## config.mk

```make
export PLATFORM = sky130hd
export DESIGN_NAME = snoop_bus_arbiter_flat
export DESIGN_NICKNAME = d
export VERILOG_FILES = /design/src/rtl/snoop_bus_arbiter_pkg.sv /design/src/rtl/snoop_bus_arbiter_if.sv /design/src/rtl/snoop_bus_arbiter_rr.sv /design/src/rtl/snoop_bus_arbiter.sv /design/src/flat_wrapper.sv
export SDC_FILE = /design/constraint.sdc
export NUM_CORES = 1
export LEC_CHECK = 0
export CORE_ASPECT_RATIO = 1.2
export CORE_MARGIN = 2
export CORE_UTILIZATION = 38
export DETAILED_ROUTE_END_ITERATION = 10
export HOLD_SLACK_MARGIN = 0.02
export PLACE_DENSITY_LB_ADDON = 0.15
export SYNTH_ARGS = -nofsm -noshare
export SYNTH_HDL_FRONTEND = slang
export SYNTH_HIERARCHICAL = 1
export SYNTH_SLANG_ARGS = --single-unit
```

## constraint.sdc

```tcl
create_clock -name clk -period 4.3 [get_ports clk]
set_clock_uncertainty 0.15 [all_clocks]
set_input_delay 0.645 -clock clk [delete_from_list [all_inputs] [get_ports clk]]
set_output_delay 0.645 -clock clk [all_outputs]
set_load 0.05 [all_outputs]
```

## src/rtl/snoop_bus_arbiter_pkg.sv

```systemverilog
// Shared types for the snooping-bus arbiter: bus operation encoding and
// the per-cache priority rule that picks one op out of several pending ones.
package snoop_bus_arbiter_pkg;

    typedef enum logic [2:0] {BUS_NONE, BUS_GETS, BUS_GETX, BUS_INV, BUS_PUTX} bus_op_t;

    // A writeback must drain before the same cache can fetch again, hence PutX first.
    function automatic bus_op_t pick_op(input logic gets, input logic getx,
                                        input logic inv, input logic putx);
        if (putx)      return BUS_PUTX;
        else if (getx) return BUS_GETX;
        else if (inv)  return BUS_INV;
        else if (gets) return BUS_GETS;
        else           return BUS_NONE;
    endfunction

endpackage

```

## src/rtl/snoop_bus_arbiter_if.sv

```systemverilog
// Cache-facing side of the snooping bus: requests and addresses in, grant,
// broadcast strobes and memory handshake out.
interface snoop_bus_arbiter_if #(
    parameter int NUM_CACHES = 4,
    parameter int ADDR_W     = 32
);
    logic [NUM_CACHES-1:0]        gets_BA;
    logic [NUM_CACHES-1:0]        getx_BA;
    logic [NUM_CACHES-1:0]        inv_BA;
    logic [NUM_CACHES-1:0]        putx_BA;
    logic [NUM_CACHES*ADDR_W-1:0] req_addr;
    logic [NUM_CACHES-1:0]        share_in;
    logic                         mem_ready;

    logic [NUM_CACHES-1:0]        grant;
    logic [ADDR_W-1:0]            bus_addr;
    logic [NUM_CACHES-1:0]        gets_obs;
    logic [NUM_CACHES-1:0]        getx_obs;
    logic [NUM_CACHES-1:0]        inv_obs;
    logic                         shared;
    logic                         mem_rd;
    logic                         mem_wr;
    logic [NUM_CACHES-1:0]        done;
    logic                         busy;

    modport master (
        input  gets_BA, getx_BA, inv_BA, putx_BA, req_addr, share_in, mem_ready,
        output grant, bus_addr, gets_obs, getx_obs, inv_obs, shared,
               mem_rd, mem_wr, done, busy
    );

    modport slave (
        output gets_BA, getx_BA, inv_BA, putx_BA, req_addr, share_in, mem_ready,
        input  grant, bus_addr, gets_obs, getx_obs, inv_obs, shared,
               mem_rd, mem_wr, done, busy
    );

endinterface

```

## src/rtl/snoop_bus_arbiter_rr.sv

```systemverilog
// Combinational round-robin picker: first requester at or after ptr_i,
// wrapping around the power-of-two requester count.
module rr_arbiter #(
    parameter int NUM_CACHES = 4
) (
    input  logic [NUM_CACHES-1:0]         req_i,
    input  logic [$clog2(NUM_CACHES)-1:0] ptr_i,
    output logic [NUM_CACHES-1:0]         grant_o,
    output logic [$clog2(NUM_CACHES)-1:0] idx_o,
    output logic                          valid_o
);
    localparam int PW = $clog2(NUM_CACHES);

    logic [PW-1:0] cand;

    // Scan farthest-first so the requester nearest ptr_i is the last one written.
    always_comb begin
        grant_o = '0;
        idx_o   = '0;
        valid_o = 1'b0;
        cand    = '0;
        for (int k = NUM_CACHES - 1; k >= 0; k--) begin
            cand = ptr_i + PW'(k);
            if (req_i[cand]) begin
                grant_o       = '0;
                grant_o[cand] = 1'b1;
                idx_o         = cand;
                valid_o       = 1'b1;
            end
        end
    end

endmodule

```

## src/rtl/snoop_bus_arbiter.sv

```systemverilog
// Round-robin owner of the shared snooping bus: grants one cache, broadcasts
// its op to the peers, collects share replies and sequences main memory.
module snoop_bus_arbiter
    import snoop_bus_arbiter_pkg::*;
#(
    parameter int NUM_CACHES = 4,
    parameter int ADDR_W     = 32
) (
    input logic                 clk,
    input logic                 reset,
    snoop_bus_arbiter_if.master bus
);
    localparam int PW = $clog2(NUM_CACHES);

    typedef enum logic [2:0] {IDLE, BCAST, SNOOP, MEM, DONE} arb_state_t;

    arb_state_t            state_q;
    bus_op_t               op_q;
    logic [PW-1:0]         owner_q;
    logic [PW-1:0]         rr_ptr_q;
    logic [NUM_CACHES-1:0] grant_q;
    logic [ADDR_W-1:0]     addr_q;
    logic                  shared_q;

    logic [NUM_CACHES-1:0] reqAny;
    logic [NUM_CACHES-1:0] winnerGrant;
    logic [PW-1:0]         winnerIdx;
    logic                  winnerValid;
    bus_op_t               winnerOp;
    logic [ADDR_W-1:0]     winnerAddr;
    logic                  peerShared;

    assign reqAny = bus.gets_BA | bus.getx_BA | bus.inv_BA | bus.putx_BA;

    rr_arbiter #(.NUM_CACHES(NUM_CACHES)) u_rr (
        .req_i   (reqAny),
        .ptr_i   (rr_ptr_q),
        .grant_o (winnerGrant),
        .idx_o   (winnerIdx),
        .valid_o (winnerValid)
    );

    assign winnerOp   = pick_op(bus.gets_BA[winnerIdx], bus.getx_BA[winnerIdx],
                                bus.inv_BA[winnerIdx],  bus.putx_BA[winnerIdx]);
    assign winnerAddr = bus.req_addr[int'(winnerIdx)*ADDR_W +: ADDR_W];
    assign peerShared = |(bus.share_in & ~grant_q);

    always_ff @(posedge clk or posedge reset) begin
        if (reset) begin
            state_q  <= IDLE;
            op_q     <= BUS_NONE;
            owner_q  <= '0;
            rr_ptr_q <= '0;
            grant_q  <= '0;
            addr_q   <= '0;
            shared_q <= 1'b0;
        end else begin
            case (state_q)
                IDLE: begin
                    if (winnerValid) begin
                        state_q <= BCAST;
                        op_q    <= winnerOp;
                        owner_q <= winnerIdx;
                        grant_q <= winnerGrant;
                        addr_q  <= winnerAddr;
                    end
                end
                BCAST: state_q <= SNOOP;
                // A sharing peer supplies GetS data, so memory is skipped for it.
                SNOOP: begin
                    shared_q <= (op_q == BUS_GETS) && peerShared;
                    if (op_q == BUS_INV || (op_q == BUS_GETS && peerShared))
                        state_q <= DONE;
                    else
                        state_q <= MEM;
                end
                MEM: begin
                    if (bus.mem_ready)
                        state_q <= DONE;
                end
                DONE: begin
                    state_q  <= IDLE;
                    op_q     <= BUS_NONE;
                    rr_ptr_q <= owner_q + 1'b1;
                    grant_q  <= '0;
                    addr_q   <= '0;
                    shared_q <= 1'b0;
                end
                default: state_q <= IDLE;
            endcase
        end
    end

    assign bus.grant    = grant_q;
    assign bus.bus_addr = addr_q;
    assign bus.gets_obs = (state_q == BCAST && op_q == BUS_GETS) ? ~grant_q : '0;
    assign bus.getx_obs = (state_q == BCAST && op_q == BUS_GETX) ? ~grant_q : '0;
    assign bus.inv_obs  = (state_q == BCAST && op_q == BUS_INV)  ? ~grant_q : '0;
    assign bus.mem_rd   = (state_q == MEM) && (op_q == BUS_GETS || op_q == BUS_GETX);
    assign bus.mem_wr   = (state_q == MEM) && (op_q == BUS_PUTX);
    assign bus.done     = (state_q == DONE) ? grant_q : '0;
    assign bus.shared   = (state_q == DONE) && shared_q;
    assign bus.busy     = (state_q != IDLE);

endmodule

```

## src/flat_wrapper.sv

```systemverilog
// flat-port wrapper written by rule: the top's interface ports become plain ports
module snoop_bus_arbiter_flat import snoop_bus_arbiter_pkg::*;
#(
    parameter int NUM_CACHES = 4,
    parameter int ADDR_W     = 32
)
  (clk, reset, bus_gets_BA, bus_getx_BA, bus_inv_BA, bus_putx_BA, bus_req_addr, bus_share_in, bus_mem_ready, bus_grant, bus_bus_addr, bus_gets_obs, bus_getx_obs, bus_inv_obs, bus_shared, bus_mem_rd, bus_mem_wr, bus_done, bus_busy);
  snoop_bus_arbiter_if #(.NUM_CACHES(NUM_CACHES), .ADDR_W(ADDR_W)) bus_i ();
  input logic clk;
  input logic reset;
  input wire logic [$bits(bus_i.gets_BA)-1:0] bus_gets_BA;
  input wire logic [$bits(bus_i.getx_BA)-1:0] bus_getx_BA;
  input wire logic [$bits(bus_i.inv_BA)-1:0] bus_inv_BA;
  input wire logic [$bits(bus_i.putx_BA)-1:0] bus_putx_BA;
  input wire logic [$bits(bus_i.req_addr)-1:0] bus_req_addr;
  input wire logic [$bits(bus_i.share_in)-1:0] bus_share_in;
  input wire logic [$bits(bus_i.mem_ready)-1:0] bus_mem_ready;
  output wire logic [$bits(bus_i.grant)-1:0] bus_grant;
  output wire logic [$bits(bus_i.bus_addr)-1:0] bus_bus_addr;
  output wire logic [$bits(bus_i.gets_obs)-1:0] bus_gets_obs;
  output wire logic [$bits(bus_i.getx_obs)-1:0] bus_getx_obs;
  output wire logic [$bits(bus_i.inv_obs)-1:0] bus_inv_obs;
  output wire logic [$bits(bus_i.shared)-1:0] bus_shared;
  output wire logic [$bits(bus_i.mem_rd)-1:0] bus_mem_rd;
  output wire logic [$bits(bus_i.mem_wr)-1:0] bus_mem_wr;
  output wire logic [$bits(bus_i.done)-1:0] bus_done;
  output wire logic [$bits(bus_i.busy)-1:0] bus_busy;
  assign bus_i.gets_BA = bus_gets_BA;
  assign bus_i.getx_BA = bus_getx_BA;
  assign bus_i.inv_BA = bus_inv_BA;
  assign bus_i.putx_BA = bus_putx_BA;
  assign bus_i.req_addr = bus_req_addr;
  assign bus_i.share_in = bus_share_in;
  assign bus_i.mem_ready = bus_mem_ready;
  assign bus_grant = bus_i.grant;
  assign bus_bus_addr = bus_i.bus_addr;
  assign bus_gets_obs = bus_i.gets_obs;
  assign bus_getx_obs = bus_i.getx_obs;
  assign bus_inv_obs = bus_i.inv_obs;
  assign bus_shared = bus_i.shared;
  assign bus_mem_rd = bus_i.mem_rd;
  assign bus_mem_wr = bus_i.mem_wr;
  assign bus_done = bus_i.done;
  assign bus_busy = bus_i.busy;
  snoop_bus_arbiter #(.NUM_CACHES(NUM_CACHES), .ADDR_W(ADDR_W)) u_core (.clk(clk), .reset(reset), .bus(bus_i));
endmodule
```

After elaboration in Yosys (flattened, before gate mapping). Cells that the tools add are included.

$add $sub $neg: 4. Magnitude comparators: 9. Equality and inequality tests: 10. Shift-type cells: 1. Muxes and demuxes: 55. Bitwise operators: 5. Reduce and logical (&&, ||, !) cells: 21.

Operators by type and width (count): variable part select 128 x 8 -> 32 bit (1); one-hot mux 32 bit (2 select lines) (1); 2-to-1 mux 4 bit (9); 2-to-1 mux 32 bit (1); 2-to-1 mux 3 bit (7); 2-to-1 mux 1 bit (17); binary-select mux 1 bit (select 2 bit) (8); less-than comparator 2 x 3 -> 1 bit, second input constant (5); == test 3 x 2 -> 1 bit, second input constant (4); bitwise OR 4 bit (3); one-hot mux 3 bit (4 select lines) (1); logical AND 1 bit (11); demux 1 bit (select 2 bit) (4); greater-or-equal comparator 2 x 1 -> 1 bit, second input constant (4); 2-to-1 mux 2 bit (4); one-hot mux 4 bit (2 select lines) (1); == test 3 x 1 -> 1 bit, second input constant (2); == test 3 bit, second input constant (2); one-hot mux 3 bit (2 select lines) (1); AND reduction 2 bit (3); adder 2 x 1 -> 2 bit, second input constant (2); adder 2 bit, second input constant (2); AND 4 bit (1); inequality test 2 bit, second input constant (2); other kinds (7) (9).

Register bits after elaboration: 47. Input port bits: 151. Output and inout bits: 56. Word-level logic and storage cells: 112.

Logic depth before layout (Yosys ltp). Gate-level depths: netlist of the first run.

Depth after elaboration: 17. Gate-level depth with buffers: 13. Gate-level depth less buffers: 10.

By module. The synthesis of the first run kept the hierarchy.

Modules (own cells, without submodules): snoop_bus_arbiter (instances 1, cells each 215, area an instance 2875.3 sq um, seq. area each 1176.1 sq um); rr_arbiter (instances 1, cells each 61, area an instance 509.2 sq um, seq. area each 0.0 sq um).

Least setup slack after synthesis of the first run. Ideal clock, no wire load.

Path type: input port to flip-flop. From: in bus_getx_BA[1]. To: reg u_core.addr_q[0] (netlist: u_core/bus.bus_addr[0]). Library setup time: 0.121 ns. Arrival: 3.489 ns. Required time: 4.029 ns. Setup slack: 0.540 ns. Stages on the path: 9. Buffers on the path: 3. Path through: or4_1 > buf_6 > mux4_2 > o211a_1 > nor3_1 > buf_2 > buf_4 > mux4_2 > a22o_1.

Cells in the longest elaborated chain, start to end: 12.

Ends and longest elaborated chain: start: declaration (line flat_wrapper.sv:12) `input wire logic [$bits(bus_i.getx_BA)-1:0] bus_getx_BA;`; bitwise OR 4 bit * (3 in series) (line snoop_bus_arbiter.sv:33) `assign reqAny = bus.gets_BA | bus.getx_BA | bus.inv_BA | bus.putx_BA;`; binary-select mux 1 bit (select 2 bit) (line snoop_bus_arbiter_rr.sv:24) `if (req_i[cand]) begin`; 2-to-1 mux 1 bit (not written as such) (line snoop_bus_arbiter_rr.sv:24); 2-to-1 mux 2 bit (3 in series) (line snoop_bus_arbiter_rr.sv:24); 2-to-1 mux 2 bit * (line snoop_bus_arbiter_rr.sv:24); via u_core.winnerIdx[0] (line snoop_bus_arbiter.sv:27) `logic [PW-1:0] winnerIdx;`; variable part select 128 x 8 -> 32 bit * (line snoop_bus_arbiter.sv:45) `assign winnerAddr = bus.req_addr[int'(winnerIdx)*ADDR_W +: ADDR_W];`; 2-to-1 mux 32 bit * (line snoop_bus_arbiter.sv:60) `if (winnerValid) begin`; one-hot mux 32 bit (2 select lines) * (line snoop_bus_arbiter.sv:58) `case (state_q)`; end signal: assignment (line snoop_bus_arbiter.sv:65) `addr_q <= winnerAddr;`; end: declaration (line snoop_bus_arbiter.sv:22) `logic [ADDR_W-1:0] addr_q;`.

Mark *: on every way through the listed nets, which the timed path passes. The rest lies on a longest branch. The select of a mux whose other input is x is not followed. A chain may end at the register's enable or synchronous reset.

Final worst setup path of the first run.
From: in bus_getx_BA[0]. To: reg u_core.addr_q[6] (netlist: u_core/bus.bus_addr[6]).

Cells in the longest elaborated chain, start to end: 12.

Ends and longest elaborated chain: bitwise OR 4 bit * (3 in series) (line snoop_bus_arbiter.sv:33); via u_core.reqAny[0] (line snoop_bus_arbiter.sv:25) `logic [NUM_CACHES-1:0] reqAny;`; binary-select mux 1 bit (select 2 bit) (line snoop_bus_arbiter_rr.sv:24); 2-to-1 mux 1 bit (not written as such) (line snoop_bus_arbiter_rr.sv:24); 2-to-1 mux 2 bit (3 in series) (line snoop_bus_arbiter_rr.sv:24); 2-to-1 mux 2 bit * (line snoop_bus_arbiter_rr.sv:24); via u_core.winnerIdx[0] (line snoop_bus_arbiter.sv:27); variable part select 128 x 8 -> 32 bit * (line snoop_bus_arbiter.sv:45); 2-to-1 mux 32 bit * (line snoop_bus_arbiter.sv:60); one-hot mux 32 bit (2 select lines) * (line snoop_bus_arbiter.sv:58).

Marked as above.

==> results.ini, run 1 <==
[outcome]
status=completed

[clocking]
cts-resized-gates=0
clk_pin_slew_worst_paths_ps=90
cts_buffers=5
ctsHoldBuffers=0
cts_tree=yes
clk_path_buf_depth=2
cts_setup_buffers=0
clock_sinks=47
htree_levels=2
clk_latency_ps=300
cts_root_buffer=clkbuf_8

[placement]
port_buffers=206
dp_hpwl_um=8610
globalplace.congestion=0.829

[global_routing]
grt_start_max_net_pins=48
grt_pass1_vias=3351
antenna_found_initial=0
overflow=0
grt_first_pass_wirelength_um=16400
track_usage=0.216

[yosys]
async_flop_share=1.00
netlist_instances=276
ys_ff_latch=47
synth.cell_area_mm2=0.00338
yosysUniqueCellTypes=50
synth_top_area_frac=0.348
synth_edf_count=0
synth_nets=435
synthTopCellsByArea=dfrtp_1 (35%), mux4_2 (25%), a22o_1 (9.6%)
yosysSeqAreaShare=0.348
ys_warn_count=6
synth_ff_type=dfrtp_1
synth.avg_cell_area_um2=12.3
synth_top_area_cell=dfrtp_1

[die]
fp-row-count=37
io_pins=207
chipHeight_um=107
initial_core_util=0.393
die-area_mm2=0.00968
core-area_mm2=0.00861
dieWidth_um=90.2

[setup_path]
crit_fanout=21
crit_arrival_ps=3790
critPathKind=in -> reg
path_common_cell=mux4_2
cpPeakStageDelay_ps=690
crit_slowest_cell=or4_1
crit_start=bus_getx_BA[0]
startpoint_type=primary input
endpoint_kind=register
crit_chain=clkdlybuf4s50_1 > or4_1 > mux4_2 > o211a_1 > nor3_2 > buf_4 > buf_12 > mux4_2 > a22o_1
crit_family=multiplexers
r2r_start=u_core/rr_ptr_q[1]
critPathRequiredTime_ps=4350
cp_num_buf_inv=3

[timing]
slew_violations=0
post-route-min-period_ps=3740
fmax_mhz=267
fin_setup_tns_ps=0
hold_viol=0
slew_headroom=0.348
rsz0062_at_grt=false
setup_viol=0
post-route-period-util=0.870
tightest_slew_ps=976

[power]
ir_drop_uv=353
finalPower_mw=4.09
power_density_mw_per_mm2=718
p_leak_nw=2.24

[final_layout]
drive_gt1_frac=0.151
final_nets=634
areaGrowthSynthToFinish_pct=68.3
fillers=715
ff_latch_area_mm2=0.00118
multi_input_area_mm2=0.00208
antenna_cells=0

[drt]
ant_nets=0
drtIter0Drc=133
firstDrtPassIters=5
drc=0
drt-total-wl_um=10600
viasPerCell=5.44
vias=3223
wire_per_inst_um=17.8

[flow_run]
drv_cap=0

[min_path]
min-delay-start=u_core/bus.bus_addr[7]
hp-class=reg -> reg

-- final timing paths --
| check | endpoint | slack, ps | cells after the start |
|---|---|---|---|
| max | u_core/bus.bus_addr[6] | 560 | 9 |
| min | u_core/bus.bus_addr[7] | 360 | 1 |
| max reg2reg | u_core/bus.bus_addr[23] | 830 | 9 |
| min reg2reg | u_core/bus.bus_addr[7] | 360 | 1 |
| max in group asynchronous | u_core/bus.bus_addr[7] | 2660 | 2 |
| min in group asynchronous | u_core/bus.bus_addr[24] | 730 | 2 |
-- synthesized netlist by cell type, drive strengths merged, types with 2 or more instances --
cell type / instances
nor3b: 2
mux2i: 3
dfrtp: 47
buf: 14
nand2: 8
or3b: 2
a22o: 37
nand3b: 3
nand3: 3
and2: 5
inv: 7
o2111ai: 2
nand4: 4
nor2b: 3
a22oi: 4
or4: 3
nor3: 3
a21oi: 5
nor4b: 3
clkbuf: 9
o21ai: 5
ha: 8
a31oi: 4
nor2: 29
mux4: 38
a211o: 2
nand2b: 4
xnor2: 2
mux2: 5
-- cells by family after synthesis --
kind of cell	Yosys count	synth area share
and+or+nand+nor	76	0.130
AOI/OAI and AO/OA	67	0.157
DFF	47	0.348
muxes	46	0.284
buffers and inverters	30	0.0455
adders and majority gates	8	0.0296
xor gates and xnor gates	2	0.00518
-- worst register-to-register path: stages, from the launching register on --
cell and delay (ps):
dfrtp_1 620, inv_1 220, ha_1 510, nand2_1 90, a21oi_1 140, a21oi_1 80
a21oi_4 620, buf_4 390, mux4_2 340, a22o_1 190
-- per-layer routing --
| metal | vias up | wire length [um] | global-route usage |
|---|---|---|---|
| li1 | 1496 | - | - |
| met1 | 1584 | 3760 | 0.235 |
| met2 | 134 | 5950 | 0.424 |
| met3 | 9 | 706 | 0.0469 |
| met4 | 0 | 155 | 0.0549 |
| met5 | - | 0 | 0 |
-- cell type report --
class	instances	area share
Timing Repair Buffer	215	0.378
Multi-Input combinational cell	199	0.364
Sequential cell	47	0.207
Tap cell	117	0.0257
Clock buffer	5	0.0121
Clock inverter	3	0.00835
Inverter	7	0.00461
-- where the power goes --
part / leakage [nW] / internal (mW) / switching, mW
clock network: 0.0587 / 0.176 / 0.153
logic: 1.59 / 1.37 / 1.53
registers: 0.586 / 0.657 / 0.202
-- metrics by stage --
| stage | cells | hold slack [ps] | instance area, um^2 | setup slack [ps] | util |
|---|---|---|---|---|---|
| after detailed placement | 585 | 342 | 5580 | 248 | 0.648 |
| after floorplan | 276 | 316 | 3380 | 540 | - |
| after CTS | 593 | 365 | 5700 | 574 | 0.661 |
| after global placement | 585 | 333 | 5580 | 294 | 0.648 |
| final | 593 | 358 | 5700 | 557 | 0.661 |
| after global routing | 593 | 372 | 5700 | 431 | 0.661 |
-- flip-flops by register name, summed over array words and instances, names as in the netlist --
register,flops
u_core/op_q,3
u_core/state_q,3
u_core/owner_q,2
u_core/shared_q,1
u_core/rr_ptr_q,2
u_core/bus.bus_addr,32
u_core/bus.grant,4
-- cell usage in the layout (no fill, tap or decap), types with 2 or more instances in the layout --
cell	instances
o2111ai_1	2
nor2b_1	2
xnor2_1	2
nor4b_1	2
clkdlybuf4s50_1	206
a22oi_1	4
or4_1	3
a211o_1	2
clkbuf_8	5
or3b_2	2
nand2_1	8
nand2b_1	4
buf_4	7
nor2_1	28
nor3_1	2
nand4_1	4
buf_12	2
a21oi_1	4
inv_1	6
and2_1	5
a22o_1	37
mux2_2	4
nand3b_1	3
o21ai_0	5
dfrtp_1	47
a31oi_1	4
nand3_1	3
ha_1	8
mux4_2	38
(Power assumes the default switching activity.)
==> run 2: changes to the inputs <==
--- a/config.mk
+++ b/config.mk
@@ -9,6 +9,7 @@
 export CORE_MARGIN = 2
 export CORE_UTILIZATION = 38
 export DETAILED_ROUTE_END_ITERATION = 10
+export GPL_TIMING_DRIVEN = 0
 export HOLD_SLACK_MARGIN = 0.02
 export PLACE_DENSITY_LB_ADDON = 0.15
 export SYNTH_ARGS = -nofsm -noshare
==> run 2 against run 1 <==
First-iteration DRC count decreased by 16%; cell count increased by 2.4%; die area did not move; setup slack worse by 330 ps; via count grew 1.2%; sequential share of layout area fell by 0.11 points; combinational power grew 2%; largest cell class unchanged; largest power group unchanged; highest routed layer unchanged.
==> results.ini, run 2 (synthesis results as in run 1) <==
[outcome]
status=completed

[placement]
port_buffers=206
globalplace.congestion=0.813
dp_hpwl_um=9390

[setup_path]
path_common_cell=mux4_2
cp_num_buf_inv=3
crit_family=buffers and inverters
cp.depth=9
cpPeakStageDelay_ps=690
crit_slowest_cell=or4_1
reg2reg_depth=11
crit_chain=clkdlybuf4s50_1 > or4_1 > mux4_2 > o211a_1 > nor3_2 > clkbuf_4 > buf_4 > mux4_2 > a22o_1
crit_arrival_ps=4120
critPathKind=in -> reg
startpoint_type=primary input
crit_fanout=10
critPathRequiredTime_ps=4350
endpoint_kind=register

[die]
dieWidth_um=90.2
core-area_mm2=0.00861
chipHeight_um=107
io_pins=207
initial_core_util=0.393
fp-row-count=37
die-area_mm2=0.00968

[global_routing]
grt_start_max_net_pins=46
antenna_found_initial=0
overflow=0
track_usage=0.230
grt_pass1_vias=3472
grt_first_pass_wirelength_um=17500

[clocking]
cts_buffers=5
clk_pin_slew_worst_paths_ps=90
clock_sinks=47
htree_levels=2
cts_root_buffer=clkbuf_8
cts_tree=yes
cts_setup_buffers=0
clk_path_buf_depth=2
clk_latency_ps=300

[drt]
drtIter0Drc=112
drt-total-wl_um=11100
ant_nets=0
drc=0
wire_per_inst_um=18.3
firstDrtPassIters=4
vias=3263
viasPerCell=5.38

[timing]
fmax_mhz=245
rsz0062_at_grt=false
setup_viol=0
post-route-period-util=0.948
slew_violations=0
post-route-min-period_ps=4080
whs_ps=357
slew_headroom=0.592
hold_viol=0
tightest_slew_ps=612
fin_setup_tns_ps=0

[power]
power_density_mw_per_mm2=718
p_leak_nw=2.26
ir_drop_uv=453

[final_layout]
areaGrowthSynthToFinish_pct=69.2
largest_register_ffs=32
mostFrequentLayoutCell=clkdlybuf4s50_1
final_nets=649
antenna_cells=0
layout_common_cells=clkdlybuf4s50_1 (206), dfrtp_1 (47), mux4_2 (38)
fillers=718
drive_gt1_frac=0.155

[flow_run]
drv_cap=0

[min_path]
hp-class=reg -> reg
hold_depth=1

==> run 2: changes by cell type in the layout (fill, tap and decap cells not counted), sizes merged <==
cell,previous run,this run
inv,8,7
clkbuf,5,15
clkinvlp,0,1
buf,9,14
clkinv,1,0
==> run 2: worst paths after layout <==
| check | start | end | slack, ps |
|---|---|---|---|
| max | bus_getx_BA[3] | u_core/bus.bus_addr[23] | 220 |
| min | u_core/owner_q[0] | u_core/rr_ptr_q[0] | 360 |
| max reg2reg | u_core/rr_ptr_q[0] | u_core/bus.bus_addr[23] | 580 |
| min reg2reg | u_core/owner_q[0] | u_core/rr_ptr_q[0] | 360 |
| max in group asynchronous | reset | u_core/bus.bus_addr[29] | 3200 |
| min in group asynchronous | reset | u_core/bus.bus_addr[26] | 370 |
==> run 2: final cells by class <==
| class | count | area [um^2] | share of cell area |
|---|---|---|---|
| plain buffers | 23 | 130 | 0.0227 |
| flip-flops and latches | 47 | 1180 | 0.205 |
| clock inverters | 2 | 37.5 | 0.00655 |
| clock buffers | 5 | 68.8 | 0.0120 |
| well taps | 117 | 146 | 0.0256 |
| inverters | 7 | 26.3 | 0.00459 |
| multi-input cells | 199 | 2060 | 0.360 |
| repair buffers | 207 | 2080 | 0.364 |
==> run 2: metrics by stage <==
stage / util / area, um^2 / setup WS [ps] / power (mW) / std cells
6_report: 0.665 / 5730 / 223 / 4.11 / 607
5_1_grt: 0.665 / 5730 / 86.8 / 4.37 / 607
4_1_cts: 0.664 / 5720 / 12.4 / 4.15 / 607
3_5_place_dp: 0.652 / 5610 / -320 / 3.82 / 600
3_3_place_gp: 0.650 / 5590 / -296 / 3.77 / 599
2_1_floorplan: - / 3380 / 540 / 2.93 / 276
==> run 2: per-layer routing <==
metal | vias up | GRT usage | wire length (um)
li1 | 1523 | - | -
met1 | 1592 | 0.251 | 4050
met2 | 131 | 0.438 | 6030
met3 | 17 | 0.0595 | 767
met4 | 0 | 0.0681 | 248
met5 | - | 0 | 0
==> run 2: worst register-to-register path, stage by stage, from the launching register on <==
cell	delay [ps]
dfrtp_1	530
buf_6	190
inv_1	120
ha_1	340
buf_2	180
nor2b_1	160
o211a_1	240
nor3_2	320
clkbuf_4	360
buf_4	290
mux4_2	550
a22o_1	190
==> run 2: what timing repair did <==
item | in CTS | in global routing
endpoints found under the setup margin | 0 | 21
hold buffers | 0 | 0
resized for setup | 0 | 2
==> run 2: report_power, final <==
| group | switching, mW | internal (mW) |
|---|---|---|
| registers | 0.176 | 0.658 |
| clock network | 0.150 | 0.170 |
| logic | 1.62 | 1.34 |
==> RTL edit, RTL diff (flow settings as in run 2) <==
Put a register stage on the output `bus.shared`, without a reset. The value now appears one clock later.
--- a/src/rtl/snoop_bus_arbiter.sv
+++ b/src/rtl/snoop_bus_arbiter.sv
@@ -99,7 +99,9 @@
     assign bus.mem_rd   = (state_q == MEM) && (op_q == BUS_GETS || op_q == BUS_GETX);
     assign bus.mem_wr   = (state_q == MEM) && (op_q == BUS_PUTX);
     assign bus.done     = (state_q == DONE) ? grant_q : '0;
-    assign bus.shared   = (state_q == DONE) && shared_q;
+    always_ff @(posedge clk) begin
+        bus.shared <= (state_q == DONE) && shared_q;
+    end
     assign bus.busy     = (state_q != IDLE);
 
 endmodule
Check against the original RTL: not equivalent (Yosys sat finds a counterexample within 4 cycles, from zero or initial values and one cycle with reset high).
==> RTL edit against run 2 <==
Routed wire length grew 2.0%. Combinational power about the same. Critical path type unchanged. Die area increased by 0.57%. Synthesized area increased by 0.59%. Sequential share of layout area grew 0.16 points. Synthesized cell count up 0.36%. Hold slack worse by 0.030 ns. Final area grew 0.94%. Total power rose by 2.3%. Largest power group unchanged. Setup slack better by 0.032 ns. Sequential cell count increased by 1.
==> RTL edit: results <==
set metrics [dict create \
    status "finished clean" \
    synthArstFlopShare_pct 97.92 \
    vias 3285 \
    nets 650 \
    fp.dieW_um 90.41 \
    worst_ep_arrival_time_ns 4.09 \
    wirelength_mm 11.31 \
    power.leakage_uw 0.002282 \
    slowest_stage "or4_1" \
    wl_met3_um 711 \
    ys_top_cells_by_area "dfrtp_1, mux4_2, a22o_1" \
    cts-resized-gates 1 \
    wl_met1_mm 4.080 \
    max_stage_delay_ns 0.56 \
    dp_hpwl_mm 9.455 \
    stdcell_count 609 \
    synthXorXnorAreaFrac_pct 0.5145 \
    dr.pass1.iters 4 \
    synth_fp_nets 436 \
    synth_common_cells "dfrtp_1, mux4_2, a22o_1, nor2_1" \
    swShare_pct 46.63 \
    wl_met2_mm 6.270 \
    post_dp_cell_area_mm2 0.005640 \
    grt_first_pass_wirelength_mm 17.54 \
    synth_compound_area_share_pct 15.66 \
    use_met3_pct 5.602 \
    drt_iter0_drc 81 \
    muxShareOfSynthArea_pct 28.26 \
    fillers 712 \
    syn_area_per_cell_um2 12.29 \
    post_cts_buffers 0 \
    layout-drive-gt1-share_pct 15.45 \
    grt_pass1_vias 3485 \
    synth_fa_ha_area_share_pct 2.940 \
    cts_buffer_depth 2 \
    peakVddDrop_v 0.0003833 \
    gp_congestion 0.8770 \
    dp_cells 601 \
    yosysUniqueCellTypes 51 \
    grt_max_degree 26 \
    yosysWarnings 6 \
    yosysSeqAreaShare_pct 35.13 \
    largest_reg_flops 32 \
    grt_use_met1_pct 24.36 \
    grtUsageTotal_pct 23.10 \
    diodes 0 \
    cts-root-buf "clkbuf_8" \
    cp_top_family "buffers and inverters" \
    use_met2_pct 45.06 \
    tightestPinTransition_ns 0.6125 \
    pre_cts_slack_ns -0.3503 \
]
[RTL edit: cell count changes in the layout (fill, tap and decap cells not counted), sizes merged]
cell and delta:
buf +1, dfxtp +1, clkinvlp -1, bufinv +1
[RTL edit: power groups by stage]
stage	Sequential (uW)	Combinational, uW	Clock [uW]
final	847	2970	389
after global placement	842	2920	0
after CTS	848	2990	398
after global routing	875	3150	412
after floorplan	1360	1580	0
after detailed placement	848	2990	0
[RTL edit: cell type report]
cell class	instances	area, um2	area share, %
Buffer	23	130.1	2.251
Tap cell	117	146.4	2.532
Inverter	7	26.28	0.4545
Sequential cell	48	1196	20.69
Clock inverter	2	60.06	1.039
Clock buffer	6	72.57	1.255
Timing Repair Buffer	207	2090	36.15
Multi-Input combinational cell	199	2059	35.63
[RTL edit: worst register-to-register path, cell delays in order, from the launching register on]
cell	delay (ns)
dfrtp_1	0.56
buf_6	0.20
inv_1	0.12
ha_1	0.34
buf_2	0.20
nand2_1	0.08
a21oi_1	0.14
a21oi_1	0.05
a21oi_1	0.40
buf_2	0.38
clkbuf_1	0.52
mux4_2	0.41
a22o_1	0.20
[RTL edit: final timing paths]
kind | cells after the start | from | to | slack [ns]
max | 10 | bus_getx_BA[1] | u_core/bus.bus_addr[29]$_DFFE_PP0P_ | 0.26
min | 1 | u_core/shared_q$_DFFE_PP0P_ | u_core/bus.shared$_DFF_P_ | 0.33
max reg2reg | 12 | u_core/rr_ptr_q[0]$_DFFE_PP0P_ | u_core/bus.bus_addr[31]$_DFFE_PP0P_ | 0.45
min reg2reg | 1 | u_core/shared_q$_DFFE_PP0P_ | u_core/bus.shared$_DFF_P_ | 0.33
max in group asynchronous | 3 | reset | u_core/bus.bus_addr[28]$_DFFE_PP0P_ | 2.94
min in group asynchronous | 2 | reset | u_core/bus.bus_addr[12]$_DFFE_PP0P_ | 0.55
